===== config.mk =====
export PLATFORM = sky130hd
export DESIGN_NAME = pw_block_packer
export DESIGN_NICKNAME = d
export VERILOG_FILES = /design/src/rtl/pw_pkg.sv /design/src/rtl/sha256_pad.sv /design/src/rtl/pw_block_packer.sv
export SDC_FILE = /design/constraint.sdc
export NUM_CORES = 2
export LEC_CHECK = 0
export CAP_MARGIN = 15
export CORE_AREA = 2 2 450 452
export DETAILED_ROUTE_END_ITERATION = 6
export DIE_AREA = 0 0 452 454
export PLACE_DENSITY = 0.52
export SLEW_MARGIN = 20
export SYNTH_ARGS = -nofsm -noshare
export SYNTH_HDL_FRONTEND = slang
export SYNTH_HIERARCHICAL = 1
export SYNTH_SLANG_ARGS = --single-unit

===== constraint.sdc =====
create_clock -name clk -period 3.8 [get_ports clk]
set_input_delay 0.57 -clock clk [delete_from_list [all_inputs] [get_ports clk]]
set_output_delay 0.57 -clock clk [all_outputs]
set_load 0.05 [all_outputs]

===== src/rtl/pw_pkg.sv =====
// Shared constants for the password block packer: SHA-256 block geometry,
// list framing bytes and the controller state encoding.
package pw_pkg;

    localparam int unsigned SHA_BLK_W   = 512;
    localparam int unsigned SHA_MAX_MSG = 55;

    localparam logic [7:0] DELIM_DEF    = 8'h0A;
    localparam logic [7:0] END_MARK_DEF = 8'h05;

    typedef logic [1:0] pw_state_t;

    localparam pw_state_t ST_IDLE  = 2'd0;
    localparam pw_state_t ST_FETCH = 2'd1;
    localparam pw_state_t ST_EMIT  = 2'd2;
    localparam pw_state_t ST_DONE  = 2'd3;

endpackage


===== src/rtl/sha256_pad.sv =====
// Single-block SHA-256 message padding: copies len bytes, appends 0x80,
// zero-fills and places the bit length in the low 64 bits.
module sha256_pad
    import pw_pkg::*;
(
    input  logic [SHA_BLK_W-1:0] buf_data,
    input  logic [5:0]           len,
    output logic [SHA_BLK_W-1:0] blk
);

    // Byte-wise selection of message, pad marker or zero, then length field.
    always_comb begin
        blk = {SHA_BLK_W{1'b0}};
        for (int i = 0; i < 64; i++) begin
            if (6'(i) < len) begin
                blk[SHA_BLK_W-1-8*i -: 8] = buf_data[SHA_BLK_W-1-8*i -: 8];
            end else if (6'(i) == len) begin
                blk[SHA_BLK_W-1-8*i -: 8] = 8'h80;
            end else begin
                blk[SHA_BLK_W-1-8*i -: 8] = 8'h00;
            end
        end
        // len never exceeds 55 here, so bytes 56..63 are free for the length.
        blk[63:0] = {55'd0, len, 3'b000};
    end

endmodule


===== src/rtl/pw_block_packer.sv =====
// Streams a delimited password list from byte memory and emits one padded
// SHA-256 block per password, discarding lines longer than MAX_LEN.
module pw_block_packer
    import pw_pkg::*;
#(
    parameter int unsigned ADDR_W   = 16,
    parameter int unsigned MAX_LEN  = SHA_MAX_MSG,
    parameter logic [7:0]  DELIM    = DELIM_DEF,
    parameter logic [7:0]  END_MARK = END_MARK_DEF
) (
    input  logic                 clk,
    input  logic                 reset,
    input  logic                 init,
    output logic [ADDR_W-1:0]    mem_addr,
    input  logic [7:0]           mem_rdata,
    output logic                 blk_valid,
    input  logic                 blk_ready,
    output logic [SHA_BLK_W-1:0] blk_data,
    output logic [5:0]           blk_len,
    output logic [31:0]          blk_idx,
    output logic                 skipped,
    output logic [31:0]          skip_count,
    output logic                 busy,
    output logic                 done,
    output logic                 err_no_end
);

    localparam logic [5:0]        OVF_LEN   = 6'(MAX_LEN + 1);
    localparam logic [5:0]        LIM_LEN   = 6'(MAX_LEN);
    localparam logic [ADDR_W-1:0] LAST_ADDR = {ADDR_W{1'b1}};
    localparam logic [ADDR_W-1:0] ADDR_ONE  = {{(ADDR_W-1){1'b0}}, 1'b1};

    pw_state_t              state_r;
    logic [ADDR_W-1:0]      addr_r;
    logic                   pend_r;
    logic [7:0]             hold_r;
    logic                   hold_vld_r;
    logic                   exhausted_r;
    logic                   end_pend_r;
    logic [5:0]             len_r;
    logic [SHA_BLK_W-1:0]   buf_r;
    logic                   blk_valid_r;
    logic [SHA_BLK_W-1:0]   blk_data_r;
    logic [5:0]             blk_len_r;
    logic [31:0]            blk_idx_r;
    logic                   skipped_r;
    logic [31:0]            skip_count_r;
    logic                   busy_r;
    logic                   done_r;
    logic                   err_r;

    logic                   cur_vld_s;
    logic [7:0]             cur_byte_s;
    logic                   ovf_s;
    logic                   line_ok_s;
    logic [8:0]             wr_lsb_s;
    logic [SHA_BLK_W-1:0]   pad_s;

    // A byte parked during EMIT takes priority over the RAM output.
    assign cur_vld_s  = pend_r | hold_vld_r;
    assign cur_byte_s = hold_vld_r ? hold_r : mem_rdata;
    assign ovf_s      = (len_r == OVF_LEN);
    assign line_ok_s  = (len_r != 6'd0) && !ovf_s;
    assign wr_lsb_s   = 9'd504 - {len_r, 3'b000};

    sha256_pad u_pad (
        .buf_data (buf_r),
        .len      (len_r),
        .blk      (pad_s)
    );

    assign mem_addr   = addr_r;
    assign blk_valid  = blk_valid_r;
    assign blk_data   = blk_data_r;
    assign blk_len    = blk_len_r;
    assign blk_idx    = blk_idx_r;
    assign skipped    = skipped_r;
    assign skip_count = skip_count_r;
    assign busy       = busy_r;
    assign done       = done_r;
    assign err_no_end = err_r;

    // Fetch/parse/emit controller with one-byte-per-cycle read pipeline.
    always_ff @(posedge clk or negedge reset) begin
        if (!reset) begin
            state_r      <= ST_IDLE;
            addr_r       <= {ADDR_W{1'b0}};
            pend_r       <= 1'b0;
            hold_r       <= 8'h00;
            hold_vld_r   <= 1'b0;
            exhausted_r  <= 1'b0;
            end_pend_r   <= 1'b0;
            len_r        <= 6'd0;
            buf_r        <= {SHA_BLK_W{1'b0}};
            blk_valid_r  <= 1'b0;
            blk_data_r   <= {SHA_BLK_W{1'b0}};
            blk_len_r    <= 6'd0;
            blk_idx_r    <= 32'd0;
            skipped_r    <= 1'b0;
            skip_count_r <= 32'd0;
            busy_r       <= 1'b0;
            done_r       <= 1'b0;
            err_r        <= 1'b0;
        end else begin
            skipped_r <= 1'b0;
            case (state_r)
                ST_IDLE, ST_DONE: begin
                    if (init) begin
                        state_r      <= ST_FETCH;
                        addr_r       <= {ADDR_W{1'b0}};
                        pend_r       <= 1'b0;
                        hold_vld_r   <= 1'b0;
                        exhausted_r  <= 1'b0;
                        end_pend_r   <= 1'b0;
                        len_r        <= 6'd0;
                        blk_idx_r    <= 32'd0;
                        skip_count_r <= 32'd0;
                        busy_r       <= 1'b1;
                        done_r       <= 1'b0;
                        err_r        <= 1'b0;
                    end
                end
                ST_FETCH: begin
                    hold_vld_r <= 1'b0;
                    // The last address is read once; the counter never wraps.
                    if (!exhausted_r) begin
                        pend_r <= 1'b1;
                        if (addr_r == LAST_ADDR) begin
                            exhausted_r <= 1'b1;
                        end else begin
                            addr_r <= addr_r + ADDR_ONE;
                        end
                    end else begin
                        pend_r <= 1'b0;
                    end
                    if (cur_vld_s) begin
                        if (cur_byte_s == END_MARK || cur_byte_s == DELIM) begin
                            if (line_ok_s) begin
                                blk_data_r  <= pad_s;
                                blk_len_r   <= len_r;
                                blk_valid_r <= 1'b1;
                                end_pend_r  <= (cur_byte_s == END_MARK);
                                state_r     <= ST_EMIT;
                            end else if (ovf_s) begin
                                skipped_r    <= 1'b1;
                                skip_count_r <= skip_count_r + 32'd1;
                            end
                            len_r <= 6'd0;
                            if (cur_byte_s == END_MARK && !line_ok_s) begin
                                state_r    <= ST_DONE;
                                done_r     <= 1'b1;
                                busy_r     <= 1'b0;
                                pend_r     <= 1'b0;
                            end
                        end else if (len_r < LIM_LEN) begin
                            buf_r[wr_lsb_s +: 8] <= cur_byte_s;
                            len_r                <= len_r + 6'd1;
                        end else begin
                            len_r <= OVF_LEN;
                        end
                    end else if (exhausted_r) begin
                        state_r <= ST_DONE;
                        done_r  <= 1'b1;
                        err_r   <= 1'b1;
                        busy_r  <= 1'b0;
                    end
                end
                ST_EMIT: begin
                    if (pend_r) begin
                        hold_r     <= mem_rdata;
                        hold_vld_r <= 1'b1;
                        pend_r     <= 1'b0;
                    end
                    if (blk_ready) begin
                        blk_valid_r <= 1'b0;
                        blk_idx_r   <= blk_idx_r + 32'd1;
                        if (end_pend_r) begin
                            state_r    <= ST_DONE;
                            done_r     <= 1'b1;
                            busy_r     <= 1'b0;
                            hold_vld_r <= 1'b0;
                        end else begin
                            state_r <= ST_FETCH;
                        end
                    end
                end
                default: begin
                    state_r <= ST_IDLE;
                end
            endcase
        end
    end

endmodule

Yosys cells after proc, flatten, opt, wreduce, memory -nomap -nowiden
Cells that the tools add are included.

operators by class
  bitwise operators = 2
  muxes and demuxes = 184
  shift operators = 2
  reductions and logical operators = 25
  equality and inequality tests = 78
  $add $sub $neg = 6
  order comparisons = 57

operator list
  operator                                                 count
  2-to-1 mux 8 bit                                         113
  bitwise mux 512 bit                                      1
  variable shift 8 x 11 -> 512 bit (first input constant)  1
  variable part select 8 x 11 -> 512 bit                   1
  2-to-1 mux 32 bit                                        6
  equality test 6 bit (first input constant)               24
  < comparator 6 bit (first input constant)                24
  one-hot mux 32 bit (2 select lines)                      2
  equality test 5 x 6 -> 1 bit (first input constant)      16
  < comparator 5 x 6 -> 1 bit (first input constant)       16
  adder 32 x 1 -> 32 bit (second input constant)           2
  equality test 4 x 6 -> 1 bit (first input constant)      8
  < comparator 4 x 6 -> 1 bit (first input constant)       8
  2-to-1 mux 16 bit                                        3
  2-to-1 mux 1 bit                                         36
  one-hot mux 16 bit (2 select lines)                      1
  equality test 3 x 6 -> 1 bit (first input constant)      4
  < comparator 3 x 6 -> 1 bit (first input constant)       4
  2-to-1 mux 6 bit                                         4
  inequality test 2 bit (second input constant)            12
  adder 16 x 1 -> 16 bit (second input constant)           1
  equality test 16 bit (second input constant)             1
  2-to-1 mux 2 bit                                         8
  AND reduction 4 bit                                      4
  33 further kinds                                         54

storage, ports and cells
  word-level logic and storage cells = 372
  register bits after elaboration = 1077
  bits of input ports = 12
  output and inout bits = 603

Longest topological paths before layout
  depth in word-level cells = 9
  depth in mapped cells = 11
  mapped depth without buffers = 7

By module
Netlist, hierarchy kept.

modules (own cells, without submodules)
  module           area each (µm²)  cells an instance  times used  sequential area each (µm²)
  pw_block_packer  45275.9          3062               1           28402.2
  sha256_pad       4463.0           725                1           0.0

Worst setup path after synthesis
No wires, ideal clock.

  path type = register to register
  start point = register len_r[0]
  end point = register buf_r[189]
  library setup time = 0.128 ns
  stages on the path, launching flop included = 12
  arrival time = 2.912 ns
  path buffers = 4
  data required time = 3.672 ns
  slack = 0.760 ns
  clock period less this slack = 3.040 ns
  path through = dfrtp_1 > buf_2 > inv_1 > ha_1 > clkbuf_1 > nor2_1 > nand3_2 > or2_2 > clkbuf_1 > or4_1 > buf_2 > mux2_1

on the way
  word-level cells in the longest chain between the ends = 4
  elaborated cells between the ends (all ways) = 7
  classes of those cells = add/sub: 2; order compare: 1; shift: 2; mux: 1; reduce/logical: 1

RTL lines
  item                                                                                        line                    RTL
  from (decl)                                                                                 pw_block_packer.sv:40   logic [5:0] len_r;
  from (signal assigned)                                                                      pw_block_packer.sv:157  len_r <= len_r + 6'd1;
  subtractor 9 bit                                                                            pw_block_packer.sv:64   assign wr_lsb_s = 9'd504 - {len_r, 3'b000};
  negator 9 -> 11 bit                                                                         pw_block_packer.sv:156  buf_r[wr_lsb_s +: 8] <= cur_byte_s;
  variable part select 8 x 11 -> 512 bit or variable shift 8 x 11 -> 512 bit (tied branches)  pw_block_packer.sv:156
  bitwise mux 512 bit                                                                         pw_block_packer.sv:156
  to (signal assigned)                                                                        pw_block_packer.sv:94   buf_r <= {SHA_BLK_W{1'b0}};
  to (signal, indexed assignment)                                                             pw_block_packer.sv:156
  to (decl)                                                                                   pw_block_packer.sv:41   logic [SHA_BLK_W-1:0] buf_r;

Several ways; a longest one is shown, not always the timed one.
A chain may end at the register's enable or synchronous reset.

Worst setup path after layout
  start point = register len_r[0]
  end point = register buf_r[231]

The elaborated chain is that of the path after synthesis.

==> flow_summary.ini <==
[outcome]
status = finished clean

[route]
finalWirelength_microns = 174000
drt_first_pass_iters = 5
antenna_left = 0
drt_first_iter_violations = 1819
vias_per_cell = 4.50
drt-wirelength-per-cell_microns = 24.5
post-route-drc-count = 0
vias = 32100

[synth]
yosysWarnings = 6
synthCells = 3644
syn_area_sq_um = 47500
avgSynthCellArea_sq_um = 13.0

[global_route]
grt.total_usage = 0.168
grt_pass1_wl_microns = 248000
grt_max_degree = 113
grt_overflow = 0
grt_pass1_vias = 33400
antenna_found_initial = 12

[timing]
worst_slack_ns = 0.502
tightest_slew_ns = 1.05
post-route-min-period_ns = 3.30
drv_slew = 0
fin_skew_ns = 0.0430
final.setup.tns_ns = 0
setup_viol = 0
fmax_ghz = 0.303
finalCritPeriodShare = 0.868
finalHoldViolations = 0
relSlewSlack = 0.302
rsz0062_at_grt = no

[floorplanning]
num_rows = 165
dieWidth_microns = 452
ios = 615
dieArea_sq_um = 205000
core_sq_um = 201000
die_h_microns = 454
start_util = 0.236

[clock_tree]
clock_sinks = 1071
cts_buffer_depth = 3
cts_setup_buffers = 0
cts_buffers = 130
clkSlewWorstSetupHoldPaths_ns = 0.06
cts_tree = built
clock_latency_ns = 0.77
cts_root_buf = clkbuf_16
htreeDepth = 4

[power_and_ir_drop]
ir_worst_vdd_v = 0.000385
cellInternalPower_mw = 20.9
p_sw_mw = 8.87
power.leakage_nw = 29.1
switching_share = 0.298
p_comb_frac = 0.162
seqPwrFrac = 0.415
clock_power_share = 0.423
p_per_area_nw_per_um2 = 481

[worst_setup_path]
cp.arrival_ns = 3.94
cp.required_ns = 4.44
r2r_slack_ns = 0.50
timing.rr.start = len_r[0]
critPathLaunchType = flop
r2r_end = buf_r[231]
r2r_cells = 6
end_kind = flop
crit_fanout = 22
path_class = flop to flop

[flow_run]
maxCapViolCount = 0

[hold_path]
hold_path.class = primary input to asynchronous set/reset pin

[placed_design]
portBuffers = 614
dp_hpwl_microns = 128000
placed_cell_area_sq_um = 57600
dp_slack_ns = 0.392
dp.cells = 6901
place_congestion = 0.837

[finish]
final_area_sq_um = 61900
nNetsFinal = 4381
final_cell_count_no_fill = 7128
area_growth_pct = 30.4
drive_above_1_share = 0.291
-- per-stage QoR --
| step | hold slack, ns | total power [mW] | utilization |
|---|---|---|---|
| after detailed placement | 0.477 | 17.4 | 0.287 |
| after global placement | 0.471 | 17.4 | 0.287 |
| final | 0.456 | 29.8 | 0.308 |
| after floorplan | 0.274 | 15.1 | - |
| after global routing | 0.443 | 31.0 | 0.308 |
| after CTS | 0.397 | 30.2 | 0.308 |
-- cells in the final DEF (no fill, tap or decap), types with 36 or more instances in the layout --
| cell | n |
|---|---|
| mux2_1 | 170 |
| clkbuf_16 | 132 |
| a21oi_1 | 74 |
| conb_1 | 58 |
| and2_1 | 246 |
| nand3_1 | 55 |
| or4_1 | 39 |
| nor2_1 | 111 |
| buf_4 | 158 |
| clkdlybuf4s50_1 | 613 |
| o21ai_0 | 43 |
| dfrtp_1 | 1065 |
| nand2_1 | 128 |
| mux2_2 | 790 |
| nor2b_1 | 122 |
| and3_1 | 50 |
| o31ai_1 | 36 |
-- sequential cells by signal, indices dropped and copies added (netlist names) --
signal       cells
skip_count      32
err_no_end       1
mem_addr        16
hold_vld_r       1
blk_data       512
blk_len          6
buf_r          448
blk_valid        1
blk_idx         32
pend_r           1
hold_r           8
done             1
exhausted_r      1
state_r          2
busy             1
end_pend_r       1
len_r            6
skipped          1
-- area by class of cell --
type                            instances  area [sq um]
Multi-Input combinational cell       2326         19400
Fill cell                           20300        139000
Antenna cell                            5          12.5
Clock buffer                          187          3850
Tap cell                             2672          3340
Inverter                               32           120
Clock inverter                         34           434
Sequential cell                      1071         26800
Timing Repair Buffer                  801          7910
-- worst max-delay path: stages (launching register included) --
cell     delay (ns)
dfrtp_2        0.42
buf_4          0.31
and3_1         0.38
a31o_1         0.55
nand2_1        0.29
or4_1          0.80
mux2_4         0.41
-- metal layers --
| layer | global-route usage | vias up | wire length, microns |
|---|---|---|---|
| li1 | - | 14300 | - |
| met1 | 0.198 | 16700 | 70200 |
| met2 | 0.284 | 853 | 85700 |
| met3 | 0.0379 | 288 | 8940 |
| met4 | 0.0854 | 0 | 9580 |
| met5 | 0 | - | 0 |
-- worst max-delay path by stage --
stage	startpoint	end	slack, ns
2_1_floorplan	len_r[0]	buf_r[189]	0.76
6_report	len_r[0]	buf_r[231]	0.50
5_1_grt	len_r[0]	buf_r[224]	0.42
3_5_place_dp	mem_rdata[0]	buf_r[230]	0.39
3_3_place_gp	mem_rdata[0]	buf_r[230]	0.40
4_1_cts	len_r[0]	buf_r[231]	0.54
-- power by group through the flow --
stage	Clock, mW	Combinational [mW]	Sequential, mW
2_1_floorplan	0	2.31	12.8
3_3_place_gp	0	4.81	12.6
3_5_place_dp	0	4.85	12.6
4_1_cts	13.0	4.87	12.4
5_1_grt	13.5	5.12	12.4
6_report	12.6	4.82	12.4
-- repair_timing --
action / in CTS / in global routing
hold buffers: 1 / 0
resized for setup: 0 / 0
endpoints found under the hold margin: 56 / 0
(Power assumes the default switching activity.)
